<file path="src/rtl/gba_keypad.sv">
// Keypad front end: synchronizes and debounces the SNES button vector, remaps it to the
// GBA KEYINPUT layout, holds KEYCNT and raises a one-cycle keypad interrupt request.
module gba_keypad #(
    parameter int SYNC_STAGES   = 2,
    parameter int STABLE_CYCLES = 16
) (
    input  logic        clock,
    input  logic        reset,
    input  logic [15:0] buttons_raw,
    input  logic [15:0] keycnt_wdata,
    input  logic        keycnt_we,
    output logic [15:0] keyinput,
    output logic [15:0] keycnt,
    output logic        key_irq
);

    localparam int               CNT_W       = (STABLE_CYCLES > 1) ? $clog2(STABLE_CYCLES) : 1;
    localparam logic [CNT_W-1:0] CNT_MAX     = CNT_W'(STABLE_CYCLES - 1);
    localparam logic [15:0]      KEYCNT_MASK = 16'hC3FF;

    logic [SYNC_STAGES-1:0][15:0] sync_ff;
    logic [15:0]                  sync;
    logic [15:0]                  cand;
    logic [15:0]                  stable;
    logic [CNT_W-1:0]             cnt;
    logic [9:0]                   pressed;
    logic [9:0]                   sel;
    logic                         en;
    logic                         mode;
    logic                         cond;
    logic                         cond_q;
    logic                         unused_bits;

    always_ff @(posedge clock) begin
        if (reset) begin
            sync_ff <= '0;
        end else begin
            sync_ff[0] <= buttons_raw;
            for (int i = 1; i < SYNC_STAGES; i++) begin
                sync_ff[i] <= sync_ff[i-1];
            end
        end
    end

    assign sync = sync_ff[SYNC_STAGES-1];

    // Whole-vector debounce: any difference restarts the count, so a change must be
    // seen unchanged for STABLE_CYCLES samples before it reaches stable.
    always_ff @(posedge clock) begin
        if (reset) begin
            cand   <= '0;
            cnt    <= '0;
            stable <= '0;
        end else if (sync != cand) begin
            cand <= sync;
            cnt  <= '0;
        end else if (cnt != CNT_MAX) begin
            cnt <= cnt + CNT_W'(1);
        end else begin
            stable <= cand;
        end
    end

    // GBA order: A, B, Select, Start, Right, Left, Up, Down, R, L.
    assign pressed = {stable[10], stable[11], stable[5], stable[4], stable[6],
                      stable[7],  stable[3],  stable[2], stable[0], stable[8]};

    assign keyinput = {6'b0, ~pressed};

    // SNES Y, X and the unused top nibble take part in debouncing only.
    assign unused_bits = ^{stable[15:12], stable[9], stable[1]};

    always_ff @(posedge clock) begin
        if (reset) begin
            keycnt <= '0;
        end else if (keycnt_we) begin
            keycnt <= keycnt_wdata & KEYCNT_MASK;
        end
    end

    assign sel  = keycnt[9:0];
    assign en   = keycnt[14];
    assign mode = keycnt[15];

    assign cond = en & (mode ? ((sel != '0) && ((pressed & sel) == sel))
                             : (|(pressed & sel)));

    always_ff @(posedge clock) begin
        if (reset) begin
            cond_q <= 1'b0;
        end else begin
            cond_q <= cond;
        end
    end

    assign key_irq = cond & ~cond_q;

endmodule

</file>
<file path="config.mk">
export PLATFORM = sky130hd
export DESIGN_NAME = gba_keypad
export DESIGN_NICKNAME = d
export VERILOG_FILES = /design/src/rtl/gba_keypad.sv
export SDC_FILE = /design/constraint.sdc
export NUM_CORES = 1
export LEC_CHECK = 0
export ABC_CLOCK_PERIOD_IN_PS = 4300
export CORE_MARGIN = 5
export CORE_UTILIZATION = 52
export DETAILED_ROUTE_END_ITERATION = 12
export GPL_ROUTABILITY_DRIVEN = 0
export PLACE_DENSITY = 0.83
export SYNTH_ARGS = -nofsm -noshare
export SYNTH_HDL_FRONTEND = slang
export SYNTH_SLANG_ARGS = --single-unit
</file>
<file path="constraint.sdc">
create_clock -name clock -period 4.3 [get_ports clock]
set_clock_uncertainty 0.15 [all_clocks]
set_input_delay 0.86 -clock clock [delete_from_list [all_inputs] [get_ports clock]]
set_output_delay 0.86 -clock clock [all_outputs]
set_load 0.01 [all_outputs]
</file>
# Word-level counts from Yosys, hierarchy flattened
# Index checks and enable logic that the tools add are counted.
[word_totals]
wordCells = 24
register_bits = 77
output_inout_bits = 33
input_bits = 35
[classes]
n_bitwise = 7
reduce_logical = 5
add_sub_neg = 1
eq_ne = 3
n_mux = 1
[ops]
columns = ["op", "count"]
rows = [
  ["!= test 16 bit", 1],
  ["AND 10 bit", 1],
  ["== test 10 bit", 1],
  ["inverter 10 bit", 1],
  ["nonzero test 10 bit", 1],
  ["OR reduction 10 bit", 1],
  ["adder 4 x 1 -> 4 bit, second input constant", 1],
  ["!= test 4 bit, second input constant", 1],
  ["inverter 1 bit", 3],
  ["AND 1 bit", 2],
  ["AND reduction 2 bit", 1],
  ["OR reduction 2 bit", 1],
  ["logical AND 1 bit", 1],
  ["two-way mux 1 bit", 1],
]

# Logic depth before layout (Yosys ltp)
# Gate-level depths: netlist (run 1).
[logic_depth]
ltp_word = 6
mapped_depth = 5
ltp_nobuf = 5

# Worst setup path after synthesis (run 1)
# OpenSTA, ideal clock, no wires.
[synth_path]
kind = "register to output"
start = "reg keycnt[7]"
end = "out key_irq"
t_arrival_ns = 1.481
setup_slack_ns = 1.809
required_time_ns = 3.290
n_path_buf = 0
stages_incl_launch_ff = 6
cell_sequence = "dfxtp_1 > nor2b_1 > a2111o_1 > a221oi_2 > a41oi_1 > nor3_1"
[synth_via]
elab_chain_cells = 6
word_cells_on_any_way = 8
classes_between = "eq/ne: 1; mux: 1; bitwise: 3; reduce/logical: 3"
[synth_lines]
columns = ["element", "line_no", "text"]
rows = [
  ["start: declaration", "13", "output logic [15:0] keycnt,"],
  ["start signal: assignment", "77", "keycnt <= keycnt_wdata & KEYCNT_MASK;"],
  ["AND 10 bit", "85, 86", ""],
  ["== test 10 bit", "85", "assign cond = en & (mode ? ((sel != '0) && ((pressed & sel) == sel))"],
  ["logical AND 1 bit", "85", ""],
  ["two-way mux 1 bit (*)", "85", ""],
  ["AND 1 bit (*)", "85", ""],
  ["AND 1 bit (*)", "96", "assign key_irq = cond & ~cond_q;"],
  ["end: declaration", "14", "output logic key_irq"],
]
# Mark *: on every way between the ends. The rest lies on a longest branch, timed or not.

# Final worst setup path (run 1)
# Ends and elaborated chain as after synthesis.

==> reports/qor.yml, run 1 <==
nFillCells: 412
rsz0062_at_grt: "no"
clock-root-buffer: "clkbuf_8"
use_met3_pct: 4.36
max_cap_violations: 0
avgSynthCellArea_um2: 10.4
fin_crit_ns: 3.41
cts_tree: "yes"
hpwl_um: 3380
cp_max_fo: 5
slew_violations: 0
route.vias.total: 1868
place_area_um2: 3320
yosysUniqueCellTypes: 30
grt_use_met1_pct: 17.1
ys_warn_count: 0
worst_pin_slew_ns: 0.730
ys_ff_latch: 75
cp-start-kind: "flip-flop"
synth_mux_area_share_pct: 8.27
dr.pass1.iters: 4
grt_overflow_total: 0
grt_start_max_net_pins: 43
drive_gt1_share_pct: 6.42
num_antenna_cells: 0
avgViaCountPerCell: 4.71
htree_levels: 3
syn_area_um2: 2780
synth_top_family_by_area: "simple AND/OR/NAND/NOR gates"
combPwrFrac_pct: 8.2
fp.dieW_um: 83.2
vdd_ir_drop_max_v: 0.000374
port_buffers: 53
crit_required_ns: 3.29
finalCritPeriodShare_pct: 79.4
syn_to_final_growth_pct: 25.9
clk_latency_ns: 0.34
antenna_found_initial: 0
cts_buffers: 9
die_area_um2: 6920
placeableCoreArea_um2: 5140
hold_viol: 0
use_met2_pct: 24.1
setup_tns_ns: 0
io_pins: 68
p_switching_mw: 0.297
crit_type: "reg -> out"
worstPathArrival_ns: 2.40
clockBufferDepth: 2
start_util_pct: 54.2
grt_pass1_wl_um: 8340
p_sw_share_pct: 22.5
intPower_mw: 1.02
p_seq_share_pct: 55.7
wl_um: 4820
drc: 0
synth-xor-area-share_pct: 5.35
status: "completed"
finalPower_mw: 1.32
final_cells: 397
grt_busiest_layer: "met2"
cts-resized-gates: 0
nets: 358
cts_hold_buf: 0
postSynthCellCount: 268
grt_pass1_vias: 1866
dieHeight_um: 83.2
synthSimpleGateAreaFrac_pct: 22.3
cts_setup_buffers: 0
ant_nets: 0
rows: 26
setup_violations: 0
path_clk_slew_ns: 0.07
dpl.cell_count: 381
hp-class: "reg -> reg"
utilization_pct: 68.2
fin_area_um2: 3500
relSlewSlack_pct: 51.2
synth-compound-area-share_pct: 4.00
crit_path_end_kind: "output port"
yosysSeqAreaShare_pct: 53.9
grtUsageTotal_pct: 15.0
power_density_nw_per_um2: 377
timing.fmax_mhz: 293
pwr-share-clk_pct: 36.1
synth_fa_ha_area_share_pct: 0.449
drtIter0Drc: 124
routedWlPerCell_um: 12.1
cts.sinks: 75
p_leak_nw: 1.42
[power groups by stage]
stage / Combinational [mW] / Clock (mW) / Sequential, mW
after floorplan: 0.0649 / 0 / 0.751
final: 0.109 / 0.477 / 0.736
after CTS: 0.110 / 0.492 / 0.735
after detailed placement: 0.110 / 0 / 0.752
after global routing: 0.121 / 0.522 / 0.738
after global placement: 0.107 / 0 / 0.750
[worst max-delay path, stage by stage, from the launching register on]
cell,delay (ns)
dfxtp_1,0.34
nor2b_1,0.15
a2111o_1,0.39
a221oi_2,0.20
a41oi_1,0.17
nor3_1,0.24
clkdlybuf4s50_1,0.58
[registers in the layout (all words and copies together), names as in the netlist]
register / cells
stable: 10
sync: 16
sync_ff: 16
cnt: 4
cand: 16
cond_q: 1
keycnt: 12
[kinds of logic after synthesis]
group	after synthesis
xor+xnor	17
mux	23
compound gates	13
buf+inv	31
fa+ha+maj	1
flops	75
simple gates	107
other cells	1
[layout by cell type, fill, tap and decap left out, types with 2 or more instances in the layout]
cell	Yosys	final
conb_1	1	10
mux2i_1	23	23
clkinvlp_4	0	2
nand3_1	4	4
a22oi_1	5	5
nand2b_1	20	20
xor2_1	16	16
clkbuf_8	0	11
dfxtp_1	75	75
nor3_1	2	2
nor2_1	18	18
nand2_1	2	2
clkinv_2	0	2
nor4_1	6	6
inv_1	11	11
clkdlybuf4s50_1	0	52
nor2b_1	51	51
[Yosys cell counts (all sizes together)]
cell    number  area [um^2]
dfxtp       75         1500
nor2b       51          319
mux2i       23          230
nand2b      20          125
nor2        19         78.8
xor2        16          140
buf         11         80.1
inv         11         41.3
clkbuf       9         33.8
nor4         6         37.5
a22oi        5         37.5
nand3        4         20.0
nor3         3         20.0
nand2        2         7.51
a2111o       1         11.3
a211oi       1         12.5
a21oi        1         5.00
a221oi       1         15.0
a222oi       1         10.0
a31oi        1         6.26
a41oi        1         8.76
conb         1         3.75
ha           1         12.5
nand4        1         6.26
o21ai        1         5.00
or2          1         6.26
xnor2        1         8.76
[worst paths after layout]
check                                             from                      to  slack [ns]  depth (start not counted)
worst max-delay path            keycnt[7]$_SDFFE_PP0P_                 key_irq        0.89                          6
worst min-delay path             sync_ff[2]$_SDFF_PP0_      sync[2]$_SDFF_PP0_        0.29                          1
worst max register to register    cand[5]$_SDFFE_PP0P_  stable[4]$_SDFFE_PP0P_        2.36                          5
worst min register to register   sync_ff[2]$_SDFF_PP0_      sync[2]$_SDFF_PP0_        0.29                          1
[layer usage]
metal | vias to the layer above | share of wire [%]
li1 | 956 | -
met1 | 835 | 44
met2 | 69 | 47
met3 | 8 | 7.1
met4 | 0 | 2.3
met5 | - | 0
[metrics by stage]
step                      hold slack [ns]  setup slack, ns
after global placement              0.267             1.29
final                               0.285            0.887
after CTS                           0.288            0.860
after detailed placement            0.270             1.24
after global routing                0.300            0.711
after floorplan                     0.264             1.81
[area by class of cell]
cell class / count / area (um^2) / area share [%]
Tap cell: 70 / 87.6 / 2.50
Timing Repair Buffer: 54 / 533 / 15.2
Inverter: 11 / 41.3 / 1.18
Clock buffer: 12 / 155 / 4.43
Clock inverter: 4 / 25.0 / 0.714
Multi-Input combinational cell: 171 / 1160 / 33.1
Sequential cell: 75 / 1500 / 42.8
Note: power is estimated with default switching activity, not from simulation.
==> run 2, diff against run 1 <==
==> config.mk (replaced) <==
export PLATFORM = sky130hd
export DESIGN_NAME = gba_keypad
export DESIGN_NICKNAME = d
export VERILOG_FILES = /design/src/rtl/gba_keypad.sv
export SDC_FILE = /design/constraint.sdc
export NUM_CORES = 1
export LEC_CHECK = 0
export ABC_CLOCK_PERIOD_IN_PS = 3050
export CORE_MARGIN = 5
export CORE_UTILIZATION = 44
export DETAILED_ROUTE_END_ITERATION = 12
export GPL_ROUTABILITY_DRIVEN = 0
export PLACE_DENSITY = 0.75
export SYNTH_ARGS = -nofsm -noshare
export SYNTH_HDL_FRONTEND = slang
export SYNTH_SLANG_ARGS = --single-unit
==> constraint.sdc (replaced) <==
create_clock -name clock -period 3.05 [get_ports clock]
set_clock_uncertainty 0.15 [all_clocks]
set_input_delay 0.61 -clock clock [delete_from_list [all_inputs] [get_ports clock]]
set_output_delay 0.61 -clock clock [all_outputs]
set_load 0.01 [all_outputs]
==> run 2 against run 1 <==
Effect of this change: cell area rose by 1.0%; combinational power increased by 39%; largest power group unchanged; total power rose by 47%; critical path depth stayed put; hold slack worse by 0.0074 ns; flip-flop and latch count unchanged; non-clock buffer count rose by 1; first-iteration DRC count is 60% lower; count of clock-buffer cells in the layout down 3; global-route usage fell by 2.6 points; core utilization fell by 11 points.
==> reports/qor.yml, run 2 (synthesis results as in run 1) <==
status: "completed"
num_antenna_cells: 0  # unchanged
die_area_um2: 8020  # +16%
grtUsageTotal_pct: 12.4  # -2.6 points
pre_cts_ws_ns: 0.246  # -0.992 ns
fin_ws_ns: 0.185  # -0.701 ns
dieHeight_um: 89.5  # +7.7%
fp.dieW_um: 89.5  # +7.7%
multi_input_area_um2: 1160  # unchanged
max_cap_violations: 0  # unchanged
grt_start_max_net_pins: 53  # +23%
final_cell_mix: "dfxtp_1, nor2b_1, clkdlybuf4s50_1"
setup_violations: 0  # unchanged
power_density_nw_per_um2: 547  # +45%
grt_pass1_wl_um: 7570  # -9.2%
crit_required_ns: 2.29  # -1.00 ns
r2r_start: "cand[5]$_SDFFE_PP0P_"
rows: 29  # +12%
worstPathArrival_ns: 2.10  # -0.30 ns
holdCritStartpoint: "sync_ff[5]$_SDFF_PP0_"
clk_latency_ns: 0.34  # about the same
vdd_ir_drop_max_v: 0.000503  # +34%
cp_max_fo: 5  # unchanged
crit_path_end_kind: "output port"
cts.sinks: 75  # unchanged
routedWlPerCell_um: 11.3  # -6.6%
finalCritPeriodShare_pct: 93.9
drtIter0Drc: 49  # -60%
route.vias.total: 1816  # -2.8%
timing.fmax_mhz: 349
drive_gt1_share_pct: 7.01  # +0.59 points
hp-class: "reg -> reg"
cp-start-kind: "flip-flop"
nets: 359  # +0.28%
reg2regPathDepth: 5  # unchanged
p_leak_nw: 1.44  # +1.2%
nFillCells: 554  # +34%
final_common_cell: "dfxtp_1"
clockBufferDepth: 2  # unchanged
seq_area_um2: 1500  # unchanged
cts_tree: "yes"
antenna_found_initial: 0  # unchanged
cts-resized-gates: 1  # +1
crit_type: "reg -> out"
cts_buffers: 9  # unchanged
io_pins: 68  # unchanged
path_cells: "nor2b_1 > a2111o_1 > a221oi_2 > a41oi_1 > nor3_1 > dlygate4sd2_1"
relSlewSlack_pct: 47.8  # -3.4 points
reg2reg_to: "stable[2]$_SDFFE_PP0P_"
placeableCoreArea_um2: 6240  # +21%
htree_levels: 3  # unchanged
holdPathStages: 1  # unchanged
wl_um: 4590  # -4.8%
clock-root-buffer: "clkbuf_8"
cts_setup_buffers: 0  # unchanged
grt_pass1_vias: 1702  # -8.8%
rsz0062_at_grt: "no"
crit_slowest_cell: "a2111o_1"
hold_viol: 0  # unchanged
slew_violations: 0  # unchanged
cp_slowest_stage_delay_ns: 0.39  # -0.19 ns
dr.pass1.iters: 5  # +1
worst_pin_slew_ns: 0.783  # +0.0535 ns
setup_tns_ns: 0  # unchanged
grt_overflow_total: 0  # unchanged
holdPathEnd: "sync[5]$_SDFF_PP0_"
port_buffers: 53  # unchanged
path_clk_slew_ns: 0.08  # about the same
fin_crit_ns: 2.86
drc: 0  # unchanged
syn_to_final_growth_pct: 27.1
start_util_pct: 44.6  # -9.6 points
cts_hold_buf: 0  # unchanged
hpwl_um: 3320  # -1.9%
worst-r2r-setup-slack_ns: 1.17  # -1.19 ns
avgViaCountPerCell: 4.48  # -4.7%
ant_nets: 0  # unchanged
==> run 2: worst max path at each step <==
stage | cells after the start | end | slack, ns | start
floorplan | 5 | key_irq | 0.81 | keycnt[7]$_SDFFE_PP0P_
global placement | 6 | key_irq | 0.33 | keycnt[7]$_SDFFE_PP0P_
detailed placement | 6 | key_irq | 0.25 | keycnt[7]$_SDFFE_PP0P_
CTS | 6 | key_irq | 0.15 | keycnt[7]$_SDFFE_PP0P_
global route | 6 | key_irq | 0.05 | keycnt[7]$_SDFFE_PP0P_
finish | 6 | key_irq | 0.19 | keycnt[7]$_SDFFE_PP0P_
==> run 2: critical path: cells and delay by family (launching register included) <==
kind	cells	cell delay, ns
DFF	1	0.35
and+or+nand+nor	2	0.36
buffers and inverters	1	0.29
AOI/OAI and AO/OA	3	0.77
==> run 2: stage by stage <==
stage | instances | power (mW) | util (%) | instance area, um^2 | hold slack [ns]
final | 405 | 1.94 | 56.7 | 3540 | 0.278
after global routing | 405 | 2.02 | 56.7 | 3540 | 0.308
after CTS | 405 | 1.97 | 56.7 | 3540 | 0.286
after detailed placement | 389 | 1.21 | 53.5 | 3340 | 0.270
after global placement | 389 | 1.21 | 53.5 | 3340 | 0.270
after floorplan | 277 | 1.15 | - | 2820 | 0.264
==> run 2: layout make-up <==
class	instances	area share, %
Clock buffer	9	3.50
Tap cell	77	2.72
Multi-Input combinational cell	171	32.8
Clock inverter	7	2.16
Sequential cell	75	42.4
Inverter	11	1.17
Timing Repair Buffer	55	15.2
==> run 2: power by group <==
part	internal (mW)	switching (mW)
combinational	0.0929	0.0592
clock	0.383	0.365
sequential	1.01	0.0226
total	1.49	0.447
==> run 2: per-layer routing <==
| metal | global-route usage, % | share of wire [%] | vias up |
|---|---|---|---|
| li1 | - | - | 951 |
| met1 | 14.6 | 44 | 796 |
| met2 | 19.9 | 43 | 60 |
| met3 | 3.13 | 9.8 | 9 |
| met4 | 7.71 | 2.7 | 0 |
| met5 | 0 | 0 | - |
